--- src/rtl/instr_issue_queue.sv ---
// In-order instruction buffer between fetch and decode. Holds {instr, pc, fault}
// in a circular buffer; every issue_* output is derived from registered state only.
module instr_issue_queue #(
    parameter int          DEPTH     = 4,
    parameter logic [31:0] NOP_INSTR = 32'h0000_0013
) (
    input  logic                     CLK,
    input  logic                     nRST,
    input  logic                     flush,
    input  logic                     fetch_valid,
    input  logic [31:0]              fetch_instr,
    input  logic [31:0]              fetch_pc,
    input  logic                     fetch_fault,
    output logic                     fetch_ready,
    output logic                     issue_valid,
    output logic [31:0]              issue_instr,
    output logic [31:0]              issue_pc,
    output logic                     issue_fault,
    input  logic                     issue_ready,
    output logic [$clog2(DEPTH):0]   count,
    output logic                     full,
    output logic                     empty
);

    localparam int AW = $clog2(DEPTH);

    typedef struct packed {
        logic [31:0] instr;
        logic [31:0] pc;
        logic        fault;
    } entry_t;

    entry_t        mem [DEPTH];
    entry_t        head;
    logic [AW:0]   wptr;
    logic [AW:0]   rptr;
    logic          enq;
    logic          deq;

    // Pointers carry one extra MSB so equal low bits can mean either empty or full.
    assign count       = wptr - rptr;
    assign empty       = (wptr == rptr);
    assign full        = (count == (AW+1)'(DEPTH));
    assign fetch_ready = !full;
    assign issue_valid = !empty;

    assign enq = fetch_valid && !full && !flush;
    assign deq = !empty && issue_ready && !flush;

    always_ff @(posedge CLK or negedge nRST) begin
        if (!nRST) begin
            wptr <= '0;
            rptr <= '0;
        end else if (flush) begin
            rptr <= wptr;
        end else begin
            if (enq) wptr <= wptr + 1'b1;
            if (deq) rptr <= rptr + 1'b1;
        end
    end

    // Storage needs no reset: nothing is observed unless a pointer says it is valid.
    always_ff @(posedge CLK) begin
        if (enq) mem[wptr[AW-1:0]] <= '{instr: fetch_instr, pc: fetch_pc, fault: fetch_fault};
    end

    assign head        = mem[rptr[AW-1:0]];
    assign issue_instr = empty ? NOP_INSTR : head.instr;
    assign issue_pc    = empty ? 32'h0     : head.pc;
    assign issue_fault = empty ? 1'b0      : head.fault;

endmodule

--- config.mk ---
export PLATFORM = sky130hd
export DESIGN_NAME = instr_issue_queue
export DESIGN_NICKNAME = d
export VERILOG_FILES = /design/src/rtl/instr_issue_queue.sv
export SDC_FILE = /design/constraint.sdc
export NUM_CORES = 1
export LEC_CHECK = 0
export ABC_AREA = 1
export BUFFER_PORTS_ARGS = -buffer_cell sky130_fd_sc_hd__clkbuf_2
export CAP_MARGIN = 20
export CORE_MARGIN = 5
export CORE_UTILIZATION = 40
export CTS_BUF_LIST = sky130_fd_sc_hd__clkbuf_4 sky130_fd_sc_hd__clkbuf_8 sky130_fd_sc_hd__clkbuf_16
export CTS_CLUSTER_DIAMETER = 30
export DETAILED_ROUTE_END_ITERATION = 12
export MAX_ROUTING_LAYER = met4
export PLACE_DENSITY_LB_ADDON = 0.1
export SLEW_MARGIN = 20
export SYNTH_ARGS = -nofsm -noshare
export SYNTH_HDL_FRONTEND = slang
export SYNTH_SLANG_ARGS = --single-unit
--- constraint.sdc ---
create_clock -name CLK -period 6.1 [get_ports CLK]
set_input_delay 0.915 -clock CLK [delete_from_list [all_inputs] [get_ports CLK]]
set_output_delay 0.915 -clock CLK [all_outputs]
set_load 0.02 [all_outputs]
== Word level (Yosys, flattened, before mapping) ==
Memories as Yosys holds them, arrays and structs flattened.
Cells that the tools add are included.
Storage, ports and cells
  memories: 1
  bits in writable memories: 260
  logic and storage cells: 25
  bits in registers: 6
Memories
  mem: depth 4, width 65, rd ports 1, clocked after memory_dff 0, write ports 1, line 33  | entry_t mem [DEPTH];
Cells by class
  reductions and logical operators: 9
  mux-type cells: 7
  eq/ne operators: 2
  add/sub/neg operators: 3
  bitwise operators: 1
Operators with widths (number)
  $mux 32: 2
  $add 3x1->3 const B: 2
  $mux 3: 2
  $logic_and 1x1->1: 4
  $eq 3x3->1: 1
  $eq 3x3->1 const B: 1
  $logic_not 1->1: 3
  $mux 1: 3
  $sub 3x3->3: 1
  $reduce_and 2->1: 1
  $reduce_bool 2->1: 1
  $not 1->1: 1

== Logic depth before layout (Yosys ltp) ==
Gate-level depths: netlist of the first run.
  word-level depth: 7
  mapped depth: 9
  mapped depth without buffers: 9

== Worst setup path before layout of the first run ==
OpenSTA, ideal clock, no wires.
  path kind: flip-flop to flip-flop
  start point: register wptr[0]
  end point: memory mem[0][0] in the netlist's numbering, enable pin
  setup time: 0.488 ns
  cell stages (with the launch flop): 8
  period minus slack after synthesis: 4.750 ns
  slack: 1.350 ns
  buffers on the path: 0
  arrival: 4.262 ns
  path through: dfrtp_1 -> inv_1 -> ha_1 -> fa_1 -> nand3b_1 -> nand3_2 -> nand2_2 -> nor2_1
Between the ends
  word-level cells in the longest chain between the ends: 7
RTL lines
  start: declaration: line 35  | logic [AW:0] wptr;
  start signal: assignment: line 57  | if (enq) wptr <= wptr + 1'b1;
  $sub 3x3->3: line 41  | assign count = wptr - rptr;
  $eq 3x3->1: line 43  | assign full = (count == (AW+1)'(DEPTH));
  $logic_not 1->1
  named net fetch_ready: line 14  | output logic fetch_ready,
  $logic_and 1x1->1 (2 in series): line 47  | assign enq = fetch_valid && !full && !flush;
  $mux 1: line 64  | if (enq) mem[wptr[AW-1:0]] <= '{instr: fetch_instr, pc: fetch_pc, fault: fetch_fault};
  $mux 1 (not written as such): line 64
  end: declaration: line 33
The timed path passes the listed nets, and every way through them passes these cells.

== Worst setup path after layout of the first run ==
  start point: register rptr[1]
  end point: output issue_pc[31]
Between the ends
  word-level cells in the longest chain between the ends: 2
  elaborated cells on any way between the ends: 3
  classes of those cells: eq/ne (1); mux (1); memory (1)
RTL lines
  start: declaration: line 36  | logic [AW:0] rptr;
  start signal: assignment: line 55  | rptr <= wptr;
  start signal: assignment: line 58  | if (deq) rptr <= rptr + 1'b1;
  $mem_v2 4x65 or $eq 3x3->1 (tied branches)
  $mux 32 (*): line 69  | assign issue_pc = empty ? 32'h0 : head.pc;
  end: declaration: line 17  | output logic [31:0] issue_pc,
Every way passes the cells marked *; elsewhere a longest branch is shown, timed or not.

==> results_dict.tcl, run 1 <==
set metrics [dict create \
    status "completed" \
    wl_per_cell_um 18.21 \
    finalPower_mw 8.439 \
    cts_hold_buf 0 \
    hpwl_mm 14.32 \
    cts_setup_buffers 0 \
    drc 0 \
    die_h_um 174.7 \
    slew_headroom 0.3437 \
    fin_area_um2 13690 \
    die_w_um 174.7 \
    place_area_um2 11770 \
    drv_cap 0 \
    cts_buffer_depth 3 \
    p_per_area_nw_per_um2 616.5 \
    routed_wirelength_mm 25.28 \
    finalMaxSlewViolations 0 \
    worst_slack_ns 1.812 \
    grt_pass1_vias 6905 \
    grt_usage 0.1679 \
    async_reset_ff_frac 0.02256 \
    cp-start-kind "register" \
    setup_tns_ns 0 \
    gp_congestion 0.7632 \
    fmax_ghz 0.2332 \
    path_buf_inv 3 \
    synth-seq-cells 266 \
    dieArea_um2 30510 \
    grt_use_met3 0.04132 \
    clock_insertion_delay_worst_skew_ns 0.56 \
    syn-num-nets 920 \
    place_inst 1284 \
    ys_types 27 \
    busiest_layer "met2" \
    synth_edf_count 260 \
    slowest_stage "dfrtp_2" \
    fin_cells 1388 \
    worst_slew_pin_slew_ns 0.9845 \
    grt_util_met1 0.2179 \
    synth_seq_area_share 0.7336 \
    required_ns 5.18 \
    antenna_found_initial 2 \
    ys.flop_type "edfxtp_1" \
    max_stage_delay_ns 0.86 \
    overflow 0 \
    ctsResizeCount 0 \
    core.rowCount 60 \
    h-tree-depth 2 \
    ir_drop_mv 0.4363 \
    rsz0062_at_grt "no" \
    finClkSkew_ns 0.01330 \
    fillers 2311 \
    cts-root-buf "clkbuf_16" \
    start_util 0.4048 \
    synth_area_um2 10850 \
    power_leakage_nw 5.033 \
    clk_pin_slew_ns 0.05 \
    synthCells 842 \
    timing.hold.ws_ns 0.1987 \
    drt_iter0_drc 381 \
    critPathMaxFanout 63 \
    regToRegSetupSlack_ns 2.40 \
    clock_sinks 266 \
    area_delta_synth_final_pct 26.18 \
    via_per_inst 4.903 \
    critical_path.top_delay_family "buffers and inverters" \
    synth_area_per_cell_um2 12.88 \
    post-route-period-util 0.7029 \
    grt_max_degree 95 \
    end_kind "primary output" \
    hold_path_class "input pin to asynchronous set/reset pin" \
    met2_usage 0.2673 \
    numCtsBuffers 56 \
    pre_cts_ws_ns 2.274 \
    coreArea_um2 26800 \
    yosysWarningCount 0 \
    drive_above_1_share 0.3043 \
    postLayoutCoreUtil 0.5107 \
    hold_violations 0 \
    cts_tree "built" \
    post-route-min-period_ns 4.288 \
    io_pins 142 \
    portBuffers 141 \
    vias 6805 \
    drtAntennaViolNets 0 \
    setup_violations 0 \
    arrival_ns 3.37 \
    grt_pass1_wl_mm 39.18 \
    drt_pass1_iterations 4 \
    path_cells "inv_2 -> ha_1 -> nand2_1 -> nand3b_4 -> clkinv_4 -> a21oi_1 -> clkbuf_2" \
    worstSetupPathType "register to primary output" \
    nets 1079 \
]
-- cells by family (layout without fill, tap and decap cells) --
kind of cell	count (synthesis)	count (layout)	share of synthesized area
DFF	266	266	0.7336
and+or+nand+nor	307	307	0.1107
adders and majority gates	8	8	0.009919
AOI/OAI and AO/OA	194	194	0.1106
other	0	2	0
buffers and inverters	67	270	0.03518
-- final cells by class --
| class | instances | area (um^2) | area share |
|---|---|---|---|
| Sequential cell | 266 | 7963 | 0.5817 |
| Multi-Input combinational cell | 509 | 2531 | 0.1849 |
| Clock buffer | 59 | 1424 | 0.1040 |
| Timing Repair Buffer | 150 | 773.2 | 0.05649 |
| Clock inverter | 43 | 489.2 | 0.03574 |
| Tap cell | 341 | 426.7 | 0.03117 |
| Inverter | 18 | 76.32 | 0.005576 |
| Antenna cell | 2 | 5.005 | 0.0003656 |
-- placed cells by master (no fill, tap or decap), drive strengths merged --
cell type	n
o21ai	129
nor2	266
bufinv	8
and3	1
a21oi	62
clkinv	25
dfrtp	6
inv	26
edfxtp	260
clkbuf	200
nand2	28
nand4	1
ha	7
fa	1
nand3	9
o211ai	3
buf	9
clkinvlp	2
diode	2
nand3b	2
-- layer usage --
metal | vias to the layer above | part of all wire
li1 | 3323 | -
met1 | 3254 | 0.45
met2 | 184 | 0.48
met3 | 44 | 0.055
met4 | 0 | 0.019
met5 | - | 0
-- cells in the mapped netlist, drive strengths merged (2+ instances only) --
cell    count  area, um^2
a21oi      62       531.8
buf        38       261.5
clkbuf     11       47.54
dfrtp       6       150.1
edfxtp    260        7807
ha          7       87.58
inv        17       63.81
nand2      28       112.6
nand3       9       50.05
nand3b      2       27.53
nor2      266       998.5
o211ai      3       22.52
o21ai     129       645.6
-- flip-flops by register name (all words and copies together), names as in the netlist --
name	flops
mem	260
rptr	3
wptr	3
-- power breakdown --
part	switching, mW	internal, mW
sequential	0.152	2.27
clock	0.975	2.04
combinational	2.12	0.892
-- path summary, 6_finish.rpt --
check                      cells past startpoint           end     from
setup / recovery                               7  issue_pc[31]  rptr[1]
hold / removal                                 1       rptr[0]     nRST
setup reg to reg                               8    mem[2][52]  rptr[0]
hold reg to reg                                2       wptr[0]  wptr[0]
max in group asynchronous                      1       rptr[1]     nRST
min in group CLK                               2       wptr[0]  wptr[0]
Power figures use the tool's default switching activity.
==> inputs of run 2 (changes only) <==
==> constraint.sdc (replaced) <==
create_clock -name CLK -period 3.55 [get_ports CLK]
set_input_delay 0.5325 -clock CLK [delete_from_list [all_inputs] [get_ports CLK]]
set_output_delay 0.5325 -clock CLK [all_outputs]
set_load 0.02 [all_outputs]
==> run 2 against run 1 <==
- power grew 76%
- via count up 0.19%
- die area unchanged
- design area up 1.6%
- setup slack lost 1.6 ns
- combinational power rose by 78%
- sequential share of layout area down 0.92 points
- core utilization rose by 0.82 points
- largest cell class unchanged
==> results_dict.tcl, run 2 (synthesis results as in run 1) <==
set metrics [dict create \
    drtAntennaViolNets 0 \
    arrival_ns 2.80 \
    cts_setup_buffers 0 \
    fin_area_um2 13910 \
    portBuffers 141 \
    clock_insertion_delay_worst_skew_ns 0.54 \
    drt_pass1_iterations 4 \
    nets 1084 \
    required_ns 3.02 \
    end_kind "primary output" \
    combPwrFrac 0.360 \
    max_stage_delay_ns 0.42 \
    path_cells "inv_1 -> ha_1 -> nand2_1 -> nand3b_4 -> clkinv_4 -> buf_4 -> a21oi_2 -> clkbuf_2" \
    grt_pass1_vias 7030 \
    fmax_ghz 0.2998 \
    p_clk_frac 0.370 \
    core.rowCount 60 \
    finClkSkew_ns 0.01056 \
    vias 6818 \
    fin_cells 1391 \
    wl_per_cell_um 17.59 \
    start_util 0.4048 \
    gp_congestion 0.7254 \
    io_pins 142 \
    worstSetupPathType "register to primary output" \
    drive_above_1_share 0.3076 \
    fillers 2284 \
    setup_violations 0 \
    final_cell_mix "nor2_1, edfxtp_1, clkbuf_2" \
    p_seq_frac 0.270 \
    h-tree-depth 2 \
    die_h_um 174.7 \
    hold_violations 0 \
    grt_max_degree 134 \
    area_delta_synth_final_pct 28.21 \
    status "completed" \
    cts_buffer_depth 3 \
    n_antenna_cell 0 \
    numCtsBuffers 55 \
    dieArea_um2 30510 \
    multi_input_area_um2 2531 \
    cts_tree "built" \
    ir_drop_mv 0.7007 \
    coreArea_um2 26800 \
    via_per_inst 4.902 \
    overflow 0 \
    worst_slew_pin_slew_ns 0.8572 \
    post-route-period-util 0.9396 \
    post-route-min-period_ns 3.335 \
    min_from "fetch_instr[29]" \
    drc 0 \
    finalMaxSlewViolations 0 \
    clk_pin_slew_ns 0.05 \
    cp-start-kind "register" \
    antenna_found_initial 0 \
    die_w_um 174.7 \
    place_area_um2 11870 \
    p_per_area_nw_per_um2 1070 \
    place_inst 1289 \
    p_sw_frac 0.3673 \
    final_common_cell "nor2_1" \
    crit_start "wptr[0]" \
    power_leakage_nw 5.112 \
    ctsResizeCount 0 \
    grt_usage 0.1641 \
    p_switching_mw 5.466 \
    drv_cap 0 \
    drt_iter0_drc 368 \
    clock_sinks 266 \
    hold_path_class "input pin to register" \
    rsz0062_at_grt "no" \
    slowest_stage "dfrtp_1" \
    routed_wirelength_mm 24.46 \
    grt_pass1_wl_mm 38.83 \
    critPathMaxFanout 36 \
    r2r_start "wptr[0]" \
    regArea_um2 7963 \
    hpwl_mm 13.56 \
    largest_reg_flops 260 \
    slew_headroom 0.4285 \
    cts-root-buf "clkbuf_16" \
    p_int_mw 9.418 \
]
-- run 2: changes by cell type in the layout (fill, tap and decap cells not counted), moves of 2 or more --
cell,previous run,this run
clkbuf_4,3,5
inv_6,8,4
diode_2,2,0
clkinv_2,12,7
clkinvlp_4,2,7
clkinv_4,5,2
bufinv_16,8,14
buf_12,0,5
-- run 2: layout make-up --
type | count | area share
multi-input combinational | 509 | 0.1820
inverter | 18 | 0.005398
clock inverter | 40 | 0.04246
tap | 341 | 0.03068
timing repair buffer | 156 | 0.06351
sequential | 266 | 0.5725
clock buffer | 61 | 0.1035
-- run 2: power by group through the flow --
stage	Sequential (mW)	Clock (mW)	Combinational, mW
floorplan	4.05	0	3.87
global placement	4.06	0	5.47
detailed placement	4.07	0	5.47
CTS	4.01	5.61	5.49
global route	4.04	5.78	5.92
finish	4.01	5.51	5.36
-- run 2: what timing repair did --
action	in CTS	in global routing
endpoints found under the hold margin	6	0
endpoints found under the setup margin	0	0
hold buffers	1	0
-- run 2: final timing paths --
check | cells past startpoint | slack (ns) | to
worst max-delay path | 8 | 0.21 | issue_instr[5]
worst min-delay path | 1 | 0.21 | mem[0][62]
worst max register to register | 8 | 0.75 | mem[2][25]
worst min register to register | 2 | 0.57 | wptr[1]
max in group asynchronous | 2 | 2.99 | rptr[0]
min in group asynchronous | 2 | 0.36 | wptr[1]
-- run 2: worst max-delay path: cells and delay by family (launching register included) --
kind	cells	cell delay (ns)
AND/OR/NAND/NOR	2	0.26
adder cells (fa/ha/maj)	1	0.33
flip-flops	1	0.42
AO/OA/AOI/OAI	1	0.17
buffers and inverters	4	1.08
-- run 2: layer usage --
layer / up-vias / part of all wire / global-route usage
li1: 3326 / - / -
met1: 3265 / 0.44 / 0.2098
met5: - / 0 / -
met2: 181 / 0.48 / 0.2652
met4: 0 / 0.022 / 0.04681
met3: 46 / 0.053 / 0.03721
-- run 2: metrics by stage --
step	total power, mW	setup WS (ns)	setup TNS (ns)	util	hold WS [ns]
global placement	9.531	0.7298	0	0.4429	0.3836
CTS	15.12	0.1431	0	0.5190	0.1862
detailed placement	9.538	0.7048	0	0.4429	0.3828
global route	15.74	0.05802	0	0.5190	0.1907
finish	14.88	0.2146	0	0.5190	0.2102
floorplan	7.925	-0.1263	-24.63	-	0.2369
==> inputs of run 3 (changes only) <==
--- a/config.mk
+++ b/config.mk
@@ -9,7 +9,7 @@
 export BUFFER_PORTS_ARGS = -buffer_cell sky130_fd_sc_hd__clkbuf_2
 export CAP_MARGIN = 20
 export CORE_MARGIN = 5
-export CORE_UTILIZATION = 40
+export CORE_UTILIZATION = 35
 export CTS_BUF_LIST = sky130_fd_sc_hd__clkbuf_4 sky130_fd_sc_hd__clkbuf_8 sky130_fd_sc_hd__clkbuf_16
 export CTS_CLUSTER_DIAMETER = 30
 export DETAILED_ROUTE_END_ITERATION = 12
==> run 3 against run 2 <==
- critical path depth unchanged
- clock power decreased by 3%
- global-route usage decreased by 0.60 points
- power decreased by 0.27%
- critical endpoint is now issue_instr[6]
==> results_dict.tcl, run 3 (synthesis results as in run 1) <==
set metrics [dict create \
    status "completed" \
    multi_input_area_um2 2531 \
    via_per_inst 4.715 \
    rr_endpoint "mem[1][6]" \
    hold_violations 0 \
    critPathMaxFanout 32 \
    die_w_um 186.1 \
    regToRegSetupSlack_ns 0.77 \
    r2r_cells 8 \
    routed_wirelength_mm 26.56 \
    postLayoutCoreUtil 0.4569 \
    holdPathStages 1 \
    final_cell_mix "nor2_1, edfxtp_1, clkbuf_2" \
    drt_pass1_iterations 5 \
    overflow 0 \
    numCtsBuffers 58 \
    finalMaxSlewViolations 0 \
    fillers 2778 \
    setup_tns_ns 0 \
    post-route-period-util 0.9256 \
    largest_reg_flops 260 \
    finClkSkew_ns 0.01027 \
    end_kind "primary output" \
    hpwl_mm 14.87 \
    grt_pass1_vias 7108 \
    setup_violations 0 \
    io_pins 142 \
    cts-root-buf "clkbuf_16" \
    h-tree-depth 2 \
    nets 1090 \
    worst_slew_pin_slew_ns 0.9028 \
    rsz0062_at_grt "no" \
    start_util 0.3546 \
    coreArea_um2 30590 \
    ir_drop_mv 0.5705 \
    drt_iter0_drc 360 \
    antenna_found_initial 1 \
    hold_path_class "input pin to register" \
    vias 6879 \
    die_h_um 186.1 \
    arrival_ns 2.75 \
    regArea_um2 7963 \
    wl_per_cell_um 18.21 \
    clock_insertion_delay_worst_skew_ns 0.55 \
    cts_tree "built" \
    drv_cap 0 \
    grt_pass1_wl_mm 40.92 \
    post-route-min-period_ns 3.286 \
    portBuffers 141 \
    holdPathEnd "mem[0][25]" \
    core.rowCount 64 \
    place_area_um2 11950 \
    cts_setup_buffers 0 \
    min_from "fetch_pc[24]" \
    drc 0 \
    final_common_cell "nor2_1" \
    cts_hold_buf 1 \
    fin_area_um2 13980 \
    area_delta_synth_final_pct 28.84 \
    slew_headroom 0.3981 \
    clk_pin_slew_ns 0.05 \
    dieArea_um2 34610 \
    worstSetupPathType "register to primary output" \
    cp-start-kind "register" \
    r2r_start "wptr[0]" \
    drtAntennaViolNets 0 \
    cts_buffer_depth 3 \
    clock_sinks 266 \
    fmax_ghz 0.3043 \
    grt_usage 0.1580 \
    gp_congestion 0.7823 \
    power_leakage_nw 5.141 \
    required_ns 3.02 \
    drive_above_1_share 0.3139 \
    p_per_area_nw_per_um2 1062 \
    grt_max_degree 134 \
    ctsResizeCount 0 \
]
## run 3: cell count changes in the layout (fill, tap and decap cells not counted), moves of 3 or more
cell	delta
clkbuf_16	+5
clkinv_4	+3
clkbuf_4	+6
buf_4	+4
bufinv_16	-6
inv_6	-4
clkinv_2	+6
## run 3: worst max-delay path, cell delays in order (launching register included)
cell      delay, ns
dfrtp_1        0.42
inv_1          0.12
ha_1           0.34
nand2_1        0.08
nand3b_4       0.18
clkinv_4       0.35
buf_4          0.37
a21oi_2        0.14
clkbuf_2       0.18
## run 3: metrics by stage
step / instances / hold slack [ns] / total power [mW] / setup WS, ns
final: 1459 / 0.2091 / 14.84 / 0.2639
after floorplan: 842 / 0.2369 / 7.925 / -0.1263
after global placement: 1347 / 0.3846 / 9.692 / 0.7939
after detailed placement: 1347 / 0.3821 / 9.708 / 0.7423
after CTS: 1457 / 0.1832 / 15.14 / 0.1891
after global routing: 1458 / 0.1964 / 15.70 / 0.09750
## run 3: worst max-delay path by stage
| stage | start | endpoint | slack [ns] | cells past startpoint |
|---|---|---|---|---|
| after floorplan | wptr[0] | mem[0][0] | -0.13 | 7 |
| after global placement | rptr[1] | mem[1][6] | 0.79 | 8 |
| after detailed placement | rptr[1] | mem[1][6] | 0.74 | 8 |
| after CTS | wptr[0] | issue_pc[23] | 0.19 | 8 |
| after global routing | wptr[0] | issue_pc[23] | 0.1 | 8 |
| final | wptr[0] | issue_instr[6] | 0.26 | 8 |
## run 3: layout make-up
type,count,share of cell area
clock buffers,72,0.1151
diodes,2,0.0003581
inverters,18,0.005372
clock inverters,37,0.02892
multi-input cells,509,0.1811
well taps,396,0.03545
repair buffers,159,0.06392
flip-flops and latches,266,0.5697
## run 3: power breakdown
part / leakage (nW) / switching [mW] / internal (mW) / total [mW]
Sequential: 2.43 / 0.110 / 3.90 / 4.01
Clock: 0.994 / 1.60 / 3.76 / 5.35
Combinational: 1.72 / 3.87 / 1.62 / 5.48
Total: 5.14 / 5.57 / 9.27 / 14.8
## run 3: layer usage
layer  GRT usage  wire length (um)  vias up
met5           -                 0        -
met4     0.04663               528        0
met3     0.03635              1580       51
met2      0.2448             12490      178
met1      0.2098             11960     3302
li1            -                 -     3348
